$ cat config.mk
export PLATFORM = sky130hd
export DESIGN_NAME = mrsc_scrub_controller
export DESIGN_NICKNAME = d
export VERILOG_FILES = /design/src/rtl/mrsc_pkg.sv /design/src/rtl/scrub_sat_counter.sv /design/src/rtl/mrsc_scrub_controller.sv
export SDC_FILE = /design/constraint.sdc
export NUM_CORES = 1
export LEC_CHECK = 0
export ABC_CLOCK_PERIOD_IN_PS = 2400
export CORE_ASPECT_RATIO = 0.75
export CORE_UTILIZATION = 43
export CTS_BUF_LIST = sky130_fd_sc_hd__clkbuf_16
export DETAILED_ROUTE_END_ITERATION = 8
export GPL_TIMING_DRIVEN = 0
export PLACE_DENSITY = 0.77
export SLEW_MARGIN = 20
export SYNTH_ARGS = -nofsm -noshare
export SYNTH_HDL_FRONTEND = slang
export SYNTH_SLANG_ARGS = --single-unit
$ cat constraint.sdc
create_clock -name clk -period 2.4 [get_ports clk]
set_clock_uncertainty 0.1 [all_clocks]
set_input_delay 0.48 -clock clk [delete_from_list [all_inputs] [get_ports clk]]
set_output_delay 0.48 -clock clk [all_outputs]
set_load 0.01 [all_outputs]
$ cat src/rtl/mrsc_pkg.sv
// Shared types and constants for the MRSC scrubber and its codec pair.
package mrsc_pkg;

  localparam int unsigned MRSC_DATA_W = 16;
  localparam int unsigned MRSC_CODE_W = 32;

  // Decoder error_code encoding; both 1x codes are uncorrectable.
  typedef enum logic [1:0] {
    ERR_NONE = 2'b00,
    ERR_CORR = 2'b01,
    ERR_UNC  = 2'b10,
    ERR_UNC2 = 2'b11
  } mrsc_err_e;

  typedef enum logic [2:0] {
    StIdle,
    StRd,
    StWt,
    StChk,
    StEnc,
    StWr,
    StNxt
  } scrub_state_e;

endpackage

$ cat src/rtl/scrub_sat_counter.sv
// Saturating event counter with synchronous clear; clear has priority over increment.
module scrub_sat_counter #(
  parameter int unsigned CNT_W = 16
) (
  input  logic             clk,
  input  logic             rst_n,
  input  logic             clr,
  input  logic             inc,
  output logic [CNT_W-1:0] cnt
);

  logic [CNT_W-1:0] cnt_d, cnt_q;

  // Next count: clear, hold at all-ones, or step by one.
  always_comb begin
    cnt_d = cnt_q;
    if (clr) begin
      cnt_d = '0;
    end else if (inc && (cnt_q != '1)) begin
      cnt_d = cnt_q + CNT_W'(1);
    end
  end

  // Count register.
  always_ff @(posedge clk or negedge rst_n) begin
    if (!rst_n) begin
      cnt_q <= '0;
    end else begin
      cnt_q <= cnt_d;
    end
  end

  assign cnt = cnt_q;

endmodule

$ cat src/rtl/mrsc_scrub_controller.sv
// Background scrubber: reads every word, checks it through the external MRSC decoder,
// writes back re-encoded data for correctable words and counts error events.
module mrsc_scrub_controller
  import mrsc_pkg::*;
#(
  parameter int unsigned ADDR_W = 8,
  parameter int unsigned DEPTH  = 256,
  parameter int unsigned CNT_W  = 16
) (
  input  logic                   clk,
  input  logic                   rst_n,
  input  logic                   start,
  input  logic                   abort,
  output logic                   busy,
  output logic                   done,
  output logic                   mem_req,
  output logic                   mem_we,
  output logic [ADDR_W-1:0]      mem_addr,
  output logic [MRSC_CODE_W-1:0] mem_wdata,
  input  logic                   mem_gnt,
  input  logic                   mem_rvalid,
  input  logic [MRSC_CODE_W-1:0] mem_rdata,
  output logic [MRSC_CODE_W-1:0] dec_word,
  input  logic [MRSC_DATA_W-1:0] dec_data,
  input  logic [1:0]             dec_err,
  output logic [MRSC_DATA_W-1:0] enc_data,
  input  logic [MRSC_CODE_W-1:0] enc_word,
  output logic [CNT_W-1:0]       corr_cnt,
  output logic [CNT_W-1:0]       uncorr_cnt,
  output logic [ADDR_W-1:0]      last_uncorr_addr,
  output logic                   irq_uncorr
);

  localparam logic [ADDR_W-1:0] LastAddr = ADDR_W'(DEPTH - 1);

  scrub_state_e           state_d, state_q;
  logic [ADDR_W-1:0]      addr_d, addr_q;
  logic [MRSC_CODE_W-1:0] dec_word_d, dec_word_q;
  logic [MRSC_DATA_W-1:0] enc_data_d, enc_data_q;
  logic [MRSC_CODE_W-1:0] wdata_d, wdata_q;
  logic [ADDR_W-1:0]      last_unc_d, last_unc_q;
  logic                   irq_d, irq_q;
  // Set when an abort leaves a read response in flight; that response must not be consumed.
  logic                   drop_d, drop_q;
  logic                   cnt_clr, corr_inc, unc_inc;

  // Next-state, datapath captures and event strobes.
  always_comb begin
    state_d    = state_q;
    addr_d     = addr_q;
    dec_word_d = dec_word_q;
    enc_data_d = enc_data_q;
    wdata_d    = wdata_q;
    last_unc_d = last_unc_q;
    irq_d      = irq_q;
    drop_d     = drop_q;
    cnt_clr    = 1'b0;
    corr_inc   = 1'b0;
    unc_inc    = 1'b0;
    done       = 1'b0;

    if (mem_rvalid) begin
      drop_d = 1'b0;
    end

    if (abort) begin
      state_d = StIdle;
      // A granted read whose data has not been consumed is still on its way back.
      if (state_q == StWt && !(mem_rvalid && !drop_q)) begin
        drop_d = 1'b1;
      end
      if (state_q == StRd && mem_gnt) begin
        drop_d = 1'b1;
      end
    end else begin
      unique case (state_q)
        StIdle: begin
          if (start) begin
            state_d = StRd;
            addr_d  = '0;
            irq_d   = 1'b0;
            cnt_clr = 1'b1;
          end
        end
        StRd: begin
          if (mem_gnt) begin
            state_d = StWt;
          end
        end
        StWt: begin
          if (mem_rvalid && !drop_q) begin
            dec_word_d = mem_rdata;
            state_d    = StChk;
          end
        end
        StChk: begin
          unique case (mrsc_err_e'(dec_err))
            ERR_NONE: state_d = StNxt;
            ERR_CORR: begin
              enc_data_d = dec_data;
              corr_inc   = 1'b1;
              state_d    = StEnc;
            end
            default: begin
              unc_inc    = 1'b1;
              last_unc_d = addr_q;
              irq_d      = 1'b1;
              state_d    = StNxt;
            end
          endcase
        end
        StEnc: begin
          wdata_d = enc_word;
          state_d = StWr;
        end
        StWr: begin
          if (mem_gnt) begin
            state_d = StNxt;
          end
        end
        StNxt: begin
          if (addr_q == LastAddr) begin
            done    = 1'b1;
            state_d = StIdle;
          end else begin
            addr_d  = addr_q + ADDR_W'(1);
            state_d = StRd;
          end
        end
        default: state_d = StIdle;
      endcase
    end
  end

  // State and datapath registers.
  always_ff @(posedge clk or negedge rst_n) begin
    if (!rst_n) begin
      state_q    <= StIdle;
      addr_q     <= '0;
      dec_word_q <= '0;
      enc_data_q <= '0;
      wdata_q    <= '0;
      last_unc_q <= '0;
      irq_q      <= 1'b0;
      drop_q     <= 1'b0;
    end else begin
      state_q    <= state_d;
      addr_q     <= addr_d;
      dec_word_q <= dec_word_d;
      enc_data_q <= enc_data_d;
      wdata_q    <= wdata_d;
      last_unc_q <= last_unc_d;
      irq_q      <= irq_d;
      drop_q     <= drop_d;
    end
  end

  scrub_sat_counter #(
    .CNT_W (CNT_W)
  ) u_corr_cnt (
    .clk   (clk),
    .rst_n (rst_n),
    .clr   (cnt_clr),
    .inc   (corr_inc),
    .cnt   (corr_cnt)
  );

  scrub_sat_counter #(
    .CNT_W (CNT_W)
  ) u_uncorr_cnt (
    .clk   (clk),
    .rst_n (rst_n),
    .clr   (cnt_clr),
    .inc   (unc_inc),
    .cnt   (uncorr_cnt)
  );

  assign busy             = (state_q != StIdle);
  assign mem_req          = (state_q == StRd) || (state_q == StWr);
  assign mem_we           = (state_q == StWr);
  assign mem_addr         = addr_q;
  assign mem_wdata        = wdata_q;
  assign dec_word         = dec_word_q;
  assign enc_data         = enc_data_q;
  assign last_uncorr_addr = last_unc_q;
  assign irq_uncorr       = irq_q;

endmodule

; After elaboration in Yosys (flattened, before gate mapping)
; Cells that the tools add are included.
[word_totals]
output_inout_bits = 133
wordCells = 89
regBits = 133
in_bits = 88
[classes]
n_mux = 34
addsub = 3
n_bitwise = 2
n_reduce_logical = 23
eq_ne = 17
[ops]
columns = op, count
row1 = 16-bit 2-to-1 mux, 4
row2 = "16-bit by 1-bit adder with 16-bit output, second input constant", 2
row3 = "16-bit != test, second input constant", 2
row4 = 3-bit case mux with 7 select lines, 1
row5 = 1-bit 2-to-1 mux, 19
row6 = 8-bit 2-to-1 mux, 2
row7 = 8-bit case mux with 2 select lines, 1
row8 = 3-bit 2-to-1 mux, 5
row9 = 4-bit AND reduction, 3
row10 = "3-bit == test, second input constant", 3
row11 = 3-bit AND reduction, 3
row12 = "8-bit by 1-bit adder with 8-bit output, second input constant", 1
row13 = "8-bit == test, second input constant", 1
row14 = 2-bit nonzero test, 4
row15 = "3-bit by 2-bit == test with 1-bit output, second input constant", 2
row16 = "2-bit != test, second input constant", 3
row17 = "3-bit by 2-bit != test with 1-bit output, second input constant", 2
row18 = "3-bit != test, second input constant", 2
row19 = 1-bit logical AND, 5
row20 = "3-bit by 1-bit == test with 1-bit output, second input constant", 1
row21 = 3-bit logical NOT, 1
row22 = 3-bit nonzero test, 1
row23 = "2-bit by 1-bit == test with 1-bit output, second input constant", 1
row24 = 1-bit logical NOT, 2
row25 = 7 further kinds, 8

; Logic depth before layout (Yosys ltp)
[depth]
word_depth = 8
mapped_depth = 6
ltp_nobuf = 5

; Modules after synthesis
; A second synthesis with hierarchy kept.
[unflattened]
cells_unflattened = 468
area_unflattened_um2 = 5965.7
[by_module_without_submodules]
columns = module, cells_per_inst, area_each_um2, seq_area_each_um2, n_inst
row1 = mrsc_scrub_controller, 272, 4081.4, 2527.4, 1
row2 = scrub_sat_counter, 98, 942.2, 400.4, 2

; Least setup slack after synthesis
; Ideal clock, no wire load.
[synth_path]
kind = input port to flip-flop
from = in abort
to = reg u_uncorr_cnt.cnt_q[10] (netlist: u_uncorr_cnt.cnt[10])
setup_time_ns = 0.078
n_path_buf = 1
slack_ns = 0.134
arrival_ns = 2.088
required_ns = 2.222
stages = 5
cell_sequence = buf_2 or3b_4 or4_4 or3_1 a21oi_1
[synth_between]
elab_chain_len = 3
word_cells_on_any_way = 5
cone_classes = mux (3) / reduce/logical (2)
[synth_rtl]
columns = element, line_no
row1 = from (decl), mrsc_scrub_controller.sv:13  ; input logic abort,
row2 = 1-bit 2-to-1 mux, mrsc_scrub_controller.sv:66  ; if (abort) begin
row3 = 1-bit logical AND, scrub_sat_counter.sv:19  ; end else if (inc && (cnt_q != '1)) begin
row4 = 2-bit nonzero test (no source line), -
row5 = to (signal assigned), scrub_sat_counter.sv:29  ; cnt_q <= cnt_d;
row6 = to (decl), scrub_sat_counter.sv:12  ; logic [CNT_W-1:0] cnt_d, cnt_q;
; Parallel ways exist; a longest one is shown, timed or not.
; A chain may end at the register's enable or synchronous reset.

; Worst setup path in the final report
[layout_path]
from = reg addr_q[4] (netlist: mem_addr[4])
to = out done
[layout_between]
elab_chain_len = 4
[layout_rtl]
columns = element, line_no
row1 = from (decl), mrsc_scrub_controller.sv:37  ; logic [ADDR_W-1:0] addr_d, addr_q;
row2 = from (signal assigned), mrsc_scrub_controller.sv:148  ; addr_q <= addr_d;
row3 = 8-bit == test, mrsc_scrub_controller.sv:122  ; if (addr_q == LastAddr) begin
row4 = 1-bit 2-to-1 mux, mrsc_scrub_controller.sv:122
row5 = 1-bit 2-to-1 mux, mrsc_scrub_controller.sv:76  ; unique case (state_q)
row6 = 1-bit 2-to-1 mux, mrsc_scrub_controller.sv:66
row7 = to (decl), mrsc_scrub_controller.sv:15  ; output logic done,
; No other way between the ends.

==> impl_results.md <==
- Gr usage total: between 20% and 30%
- Fillers: slightly below 1000
- CTS Sinks: between 100 and 150
- Max-cap violations: 0
- Worst reg2reg startpoint: state_q[2]
- Post-layout util: about two thirds
- Crit-path cells: and4_1 -> nand4_1 -> nor2_1 -> dlygate4sd2_1
- Post-synth ARST share: 100%
- Die area: 14100 sq um
- Period minus WS final: around 2.3 ns
- DR WL/cell: ~18 um
- Pint: around 5.4 mW
- Row count: 36
- Die Wd: around 140 um
- Final Cycle Share: between 90% and 100%
- Mapped Cells: around 480
- Root buf cell: clkbuf_16
- Global-route wire length before repair: roughly 25000 um
- ANT nets after route: 0
- Post-Synthesis Net Count: approximately 570
- Post-synth EDFFs: 0
- Core outline area: around 13000 sq um
- Worst slew margin: ~53%
- Outcome: complete, no violations
- Place WS: -0.285 ns
- Slowest stage cell on the critical path: dfrtp_2
- Beginning of the critical path: mem_addr[4]
- Leakage: around 3.8 nW
- Final net count: slightly above 800
- Io pins: around 220
- Post-route cell area: 9000 sq um
- H-tree level count: 4
- Hold Path Class: in -> reg
- Worst-Skew Late Latency: roughly 0.42 ns
- Worst-Margin Slew: about 0.69 ns
- Mapped Area: slightly below 6000 sq um
- Final hold vios: 0
- Synthesis Warnings: 0
- Sequential area share after synthesis: 56.7%
- CTS tree: built
- Port bufs: 219
- Vias in the first global route: between 4000 and 5000
- Vias: 4972
- Setup_tns: 0 ns
- Syn avg cell area: about 12 sq um
- Drt first pass iters: 5
- Top FF cell, synth: dfrtp_1
- Setup slack, reg-to-reg: between 0.15 and 0.2 ns
- Max-slew violations: 0
- Data required, critical path: roughly 1.8 ns
- Worst setup endpoint: done
- DR iter-0 viols: approximately 380
- PwrDens: ~810 nW/um^2
- Detail Placement HPWL: 12000 um
- GPL Wtd Cong: 0.841
- Clk slew on worst S/H paths: approximately 0.060 ns
- Starting density of the core: between 40% and 50%
- Initial antenna violation count: 1
- Final setup violation count: 0
- Peak VDD IR: around 610 uV
- Synthesis-to-layout area growth: 53.2%
- CTS Buf Count: 17
- Count of cell types in the netlist: 54
- CP Max Fanout: 7
- R2R Path End: u_corr_cnt.cnt[12]
- DRC: 0
- Antenna Cells: 0
- Cell Area, Placed: a little over 8000 sq um
- CTS max path bufs: 2
- R2R cell count: 6
- Peak Freq: 426 MHz
- Via/cell ratio: 5.51
- Sw power: roughly 1.9 mW
- Clock share of power: a little under two fifths
- Design Power: 7.31 mW
- Drt total wl: approximately 17000 um
- Crit path launch type: flip-flop
- Crit path kind: reg -> out
- Sequential fraction of design power: about two fifths
- Largest net degree at the start of global routing: 77
- Worst EP arrival: ~1.8 ns
- Comb pwr share: 23.3%
- Sw Ratio: 25.5%
- Fin worst setup slack: ~0.054 ns
- #FFs+latches synth: roughly 130
- Max stage delay on crit path: approximately 0.42 ns
- Global route total overflow: 0
- Layout cells sized above 1: between 15 and 20%
- Chip height: about 100 um
- CP endpoint kind: primary output
-- registers in the layout (all words and copies together) (netlist names) --
signal / cells
drop_q: 1
mem_addr: 8
u_uncorr_cnt.cnt: 16
irq_uncorr: 1
last_uncorr_addr: 8
mem_wdata: 32
enc_data: 16
u_corr_cnt.cnt: 16
dec_word: 32
state_q: 3
-- layout by cell type (no fill, tap or decap), drive strengths merged, types with 7 or more instances in the layout --
cell type / synthesis / layout
nand4: 13 / 13
buf: 6 / 9
nand2: 29 / 29
mux2i: 10 / 10
nand3: 20 / 20
a21oi: 24 / 24
nor2: 15 / 15
nor3: 8 / 8
o21ai: 7 / 7
o31ai: 14 / 14
clkbuf: 14 / 31
clkdlybuf4s50: 0 / 214
or4: 12 / 12
inv: 10 / 15
dfrtp: 133 / 133
mux2: 89 / 89
-- final cells by class --
cell class / count / area, sq um / area share, %
plain buffers: 20 / 85.1 / 0.946
clock buffers: 17 / 425 / 4.73
clock inverters: 15 / 206 / 2.29
inverters: 10 / 37.5 / 0.417
multi-input cells: 315 / 2450 / 27.3
flip-flops and latches: 133 / 3330 / 37.1
well taps: 171 / 214 / 2.38
repair buffers: 222 / 2240 / 24.9
-- metrics by stage --
step / std cells / hold slack, ns
2_1_floorplan: 478 / 0.0844
3_3_place_gp: 868 / 0.367
3_5_place_dp: 869 / 0.340
4_1_cts: 902 / 0.251
5_1_grt: 903 / 0.277
6_report: 903 / 0.273
-- worst min-delay path by stage --
stage,from,endpoint,slack [ns],cells past startpoint
floorplan,rst_n,dec_word[0],0.08,0
global placement,enc_data[12],enc_data[12],0.37,1
detailed placement,rst_n,u_uncorr_cnt.cnt[9],0.34,1
CTS,abort,state_q[2],0.25,2
global route,abort,state_q[2],0.28,2
finish,abort,state_q[2],0.27,2
-- cells by family after synthesis --
kind of cell	after synthesis	share of synthesized area (%)
buffers and inverters	30	1.96
AND/OR/NAND/NOR	139	13.5
multiplexers	99	18.8
adder cells (fa/ha/maj)	3	0.639
flip-flops	133	56.7
AO/OA/AOI/OAI	74	8.44
-- synthesized netlist by cell type, types with 2 or more instances --
master / count / area share, %
a211oi_1: 4 / 0.51
a41o_1: 3 / 0.51
nand2b_1: 6 / 0.64
or4_1: 11 / 1.4
or3_1: 6 / 0.64
nor3_1: 8 / 0.68
o211ai_1: 2 / 0.26
mux2_1: 13 / 2.5
a31oi_1: 4 / 0.43
mux2i_1: 10 / 1.7
nand4_1: 13 / 1.4
o31ai_1: 14 / 1.8
inv_1: 10 / 0.64
and3_1: 5 / 0.53
mux2_2: 76 / 15
nor2_1: 14 / 0.89
and2_1: 4 / 0.43
o41ai_1: 3 / 0.45
ha_1: 3 / 0.64
nand2_1: 29 / 1.9
buf_2: 2 / 0.17
o21ai_0: 6 / 0.51
and4_1: 6 / 0.89
buf_1: 4 / 0.26
nor4_1: 4 / 0.43
nand3_1: 20 / 1.7
dfrtp_1: 133 / 57
a21oi_1: 24 / 2.0
clkbuf_1: 14 / 0.89
o21a_1: 3 / 0.38
-- repair_timing --
action / 4_1_cts / 5_1_grt
hold buffers: 1 / 0
setup endpoints to repair: 4 / 14
buffers inserted: 0 / 1
resized for setup: 13 / 5
hold endpoints to repair: 57 / 0
pin swaps: 0 / 1
-- critical path, delay by kind of cell (launching register included) --
kind / cells / cell delay [ns]
buf+inv: 1 / 0.31
simple gates: 3 / 0.63
flops: 1 / 0.42
-- power groups by stage --
| stage | registers [mW] | clock network (mW) | logic [mW] |
|---|---|---|---|
| 4_1_cts | 2.85 | 2.82 | 1.72 |
| 3_5_place_dp | 2.87 | 0 | 1.71 |
| 2_1_floorplan | 3.04 | 0 | 0.401 |
| 5_1_grt | 2.90 | 2.92 | 1.82 |
| 3_3_place_gp | 2.85 | 0 | 1.66 |
| 6_report | 2.84 | 2.77 | 1.70 |
-- routing by layer --
| layer | wire (um) | vias up | GRT usage, % | share of wire, % |
|---|---|---|---|---|
| li1 | - | 2275 | - | - |
| met1 | 6750 | 2439 | 29.3 | 41 |
| met2 | 7910 | 229 | 37.1 | 48 |
| met3 | 1510 | 27 | 8.63 | 9.1 |
| met4 | 352 | 2 | 9.30 | 2.1 |
| met5 | 13 | - | 0 | 0.079 |
Power figures use the tool's default switching activity.
==> edit (same settings) <==
Set the package constant `MRSC_DATA_W` to 32 (it was 16).
--- a/src/rtl/mrsc_pkg.sv
+++ b/src/rtl/mrsc_pkg.sv
@@ -2,5 +2,5 @@
 package mrsc_pkg;
 
-  localparam int unsigned MRSC_DATA_W = 16;
+  localparam int unsigned MRSC_DATA_W = 32;
   localparam int unsigned MRSC_CODE_W = 32;
 
Ports: changed (resized dec_data and enc_data); port bits go from 221 to 253. The function was not compared with the original's and may differ.
==> edit against the original RTL <==
Die area up 11%. Setup slack better by 0.056 ns. Clock power down 2%. Area after synthesis up 11%. Wire length up 7.5%. Cell area up 11%. Sequential cell count up 16. Total power up 5.1%. Largest power group unchanged.
==> edit: results (changes against the original RTL) <==
Status
  – Outcome: finished clean

Synth
  – Syn_nets: 620 (+9.0%)
  – Adder-cell share of the synthesized area: 0.00576 (-0.000631)
  – Syn. warnings: 0 (unchanged)
  – Top cells by count, synth: dfrtp_1, mux2_2, nand2_1
  – Xor/xnor cell area share of the yosys netlist: 0 (unchanged)
  – Compound-cell area share of the yosys netlist: 0.0678 (-0.0166)
  – Post-synth EDFFs: 0 (unchanged)
  – Post-synthesis mux area share: 0.197 (+0.00893)
  – Cells after Synth: 513 (+7.3%)
  – Top_reg_cell synth: dfrtp_1
  – Post-synthesis cell type count: 57 (+5.6%)
  – Async set-or-reset flop fraction in the synthesized netlist: 1.00 (unchanged)
  – Sequential fraction of the synthesis area: 0.572 (+0.00552)
  – Top cells by area, synth: dfrtp_1, mux2_2, nand2_1, mux2i_1, or4_1

Min path
  – Hold Path Class: reg2reg
  – Hold Crit Depth: 1 (-1)

GRT
  – GRT Util Overall: 0.237 (+0.00305)
  – First-pass GRT wire length: 28.3 mm (+13%)
  – Vias in the first global route: 5,556 (+12%)
  – Pin count of the biggest net entering global routing: 99 (+29%)
  – Initial antenna violation count: 0 (-1)

Timing
  – Worst slew pin tran: 0.709 ns (+0.0167 ns)
  – Final hold vios: 0 (unchanged)

Clock tree
  – Clk Latency, worst-skew pair: 0.42 ns (about the same)
  – Clock buffer depth: 2 (unchanged)
  – CTS buffer count: 17 (unchanged)
  – H-tree Lvls: 4 (unchanged)
  – Reg clk slew, reported paths: 0.06 ns (about the same)
  – Clock root cell: clkbuf_16

Placed design
  – HPWL Detailed: 13.0 mm (+8.6%)
  – Placed Cells: 966 (+11%)
  – PortBufs: 252 (+15%)
  – Gpl congestion: 0.874 (+3.9%)

Worst setup path
  – CP Data Arrival Time: 2.46 ns (+0.69 ns)
  – CP max stage cell: clkbuf_1
  – Crit path max fanout: 10 (+3)
  – Max incr delay on CP: 0.52 ns (+0.10 ns)
  – Crit path max-delay family: buffers and inverters
  – FF-to-FF path depth: 5 (-1)

Cells and area
  – Final nets: 895 (+10%)
  – N_diodes: 0 (unchanged)
  – Ratio of cells with drive above 1 in the final layout: 0.211 (+0.0348)

Route
  – Vias per std cell: 5.37 (-2.4%)
  – Total Wirelength: 17.8 mm (+7.5%)
  – Initial DRC count: 271 (-29%)
  – Drt wl/cell: 17.8 microns (-3.0%)
  – Drt pass-1 iters: 5 (unchanged)

Power and ir drop
  – LEAKAGE: 0.00433 uW (+13%)
  – VDD IR max: 0.646 mV (+5.1%)
-- edit: routing by layer --
layer  global-route usage  share of wire  wire length (microns)  vias to the layer above
met5                    0              0                      0                        -
met4               0.0850          0.017                    307                        0
met3               0.0799          0.083                   1480                       27
met2                0.392           0.49                   8690                      228
met1                0.290           0.41                   7290                     2649
li1                     -              -                      -                     2474
-- edit: through the flow --
stage | hold slack, ns | utilization | setup slack [ns] | area (sq um) | TNS [ns]
2_1_floorplan | 0.0844 | - | 0.277 | 6520 | 0
3_3_place_gp | 0.376 | 0.634 | -5.06 | 9290 | -787.57
3_5_place_dp | 0.323 | 0.637 | -0.548 | 9320 | -41.88
4_1_cts | 0.405 | 0.681 | 0.00606 | 9970 | 0
5_1_grt | 0.414 | 0.683 | -0.0140 | 10000 | -0.0238
6_report | 0.405 | 0.683 | 0.109 | 10000 | 0
-- edit: final timing paths --
kind | endpoint | slack (ns) | startpoint
max | u_corr_cnt.cnt[6] | 0.11 | start
min | last_uncorr_addr[1] | 0.40 | last_uncorr_addr[1]
max reg2reg | mem_wdata[3] | 0.13 | state_q[1]
min reg2reg | last_uncorr_addr[1] | 0.40 | last_uncorr_addr[1]
max in group asynchronous | u_corr_cnt.cnt[6] | 0.90 | rst_n
min in group asynchronous | u_uncorr_cnt.cnt[9] | 0.46 | rst_n
-- edit: power breakdown --
group | leakage (uW) | switching (uW) | total (uW) | internal, uW
Sequential | 0.00200 | 228 | 3150 | 2920
Combinational | 0.00205 | 672 | 1820 | 1150
Clock | 0.000288 | 1070 | 2710 | 1640
Total | 0.00433 | 1970 | 7680 | 5710
-- edit: final cells by class --
| cell class | instances | area, sq um |
|---|---|---|
| Clock inverter | 15 | 179 |
| Buffer | 23 | 111 |
| Fill cell | 1079 | 4640 |
| Inverter | 11 | 41.3 |
| Multi-Input combinational cell | 330 | 2680 |
| Tap cell | 200 | 250 |
| Clock buffer | 17 | 425 |
| Timing Repair Buffer | 256 | 2580 |
| Sequential cell | 149 | 3730 |
-- edit: logic make-up (layout without fill, tap and decap cells) --
| kind of cell | count (synthesis) | in the layout |
|---|---|---|
| flops | 149 | 149 |
| simple gates | 147 | 147 |
| mux | 115 | 115 |
| compound gates | 65 | 65 |
| buf+inv | 34 | 322 |
| fa+ha+maj | 3 | 3 |
-- edit: what timing repair did --
action,CTS,global route
hold buffers,1,0
endpoints found under the hold margin,51,0
buffers inserted,2,0
endpoints found under the setup margin,14,17
gates resized for setup,14,11
pin swaps,2,0
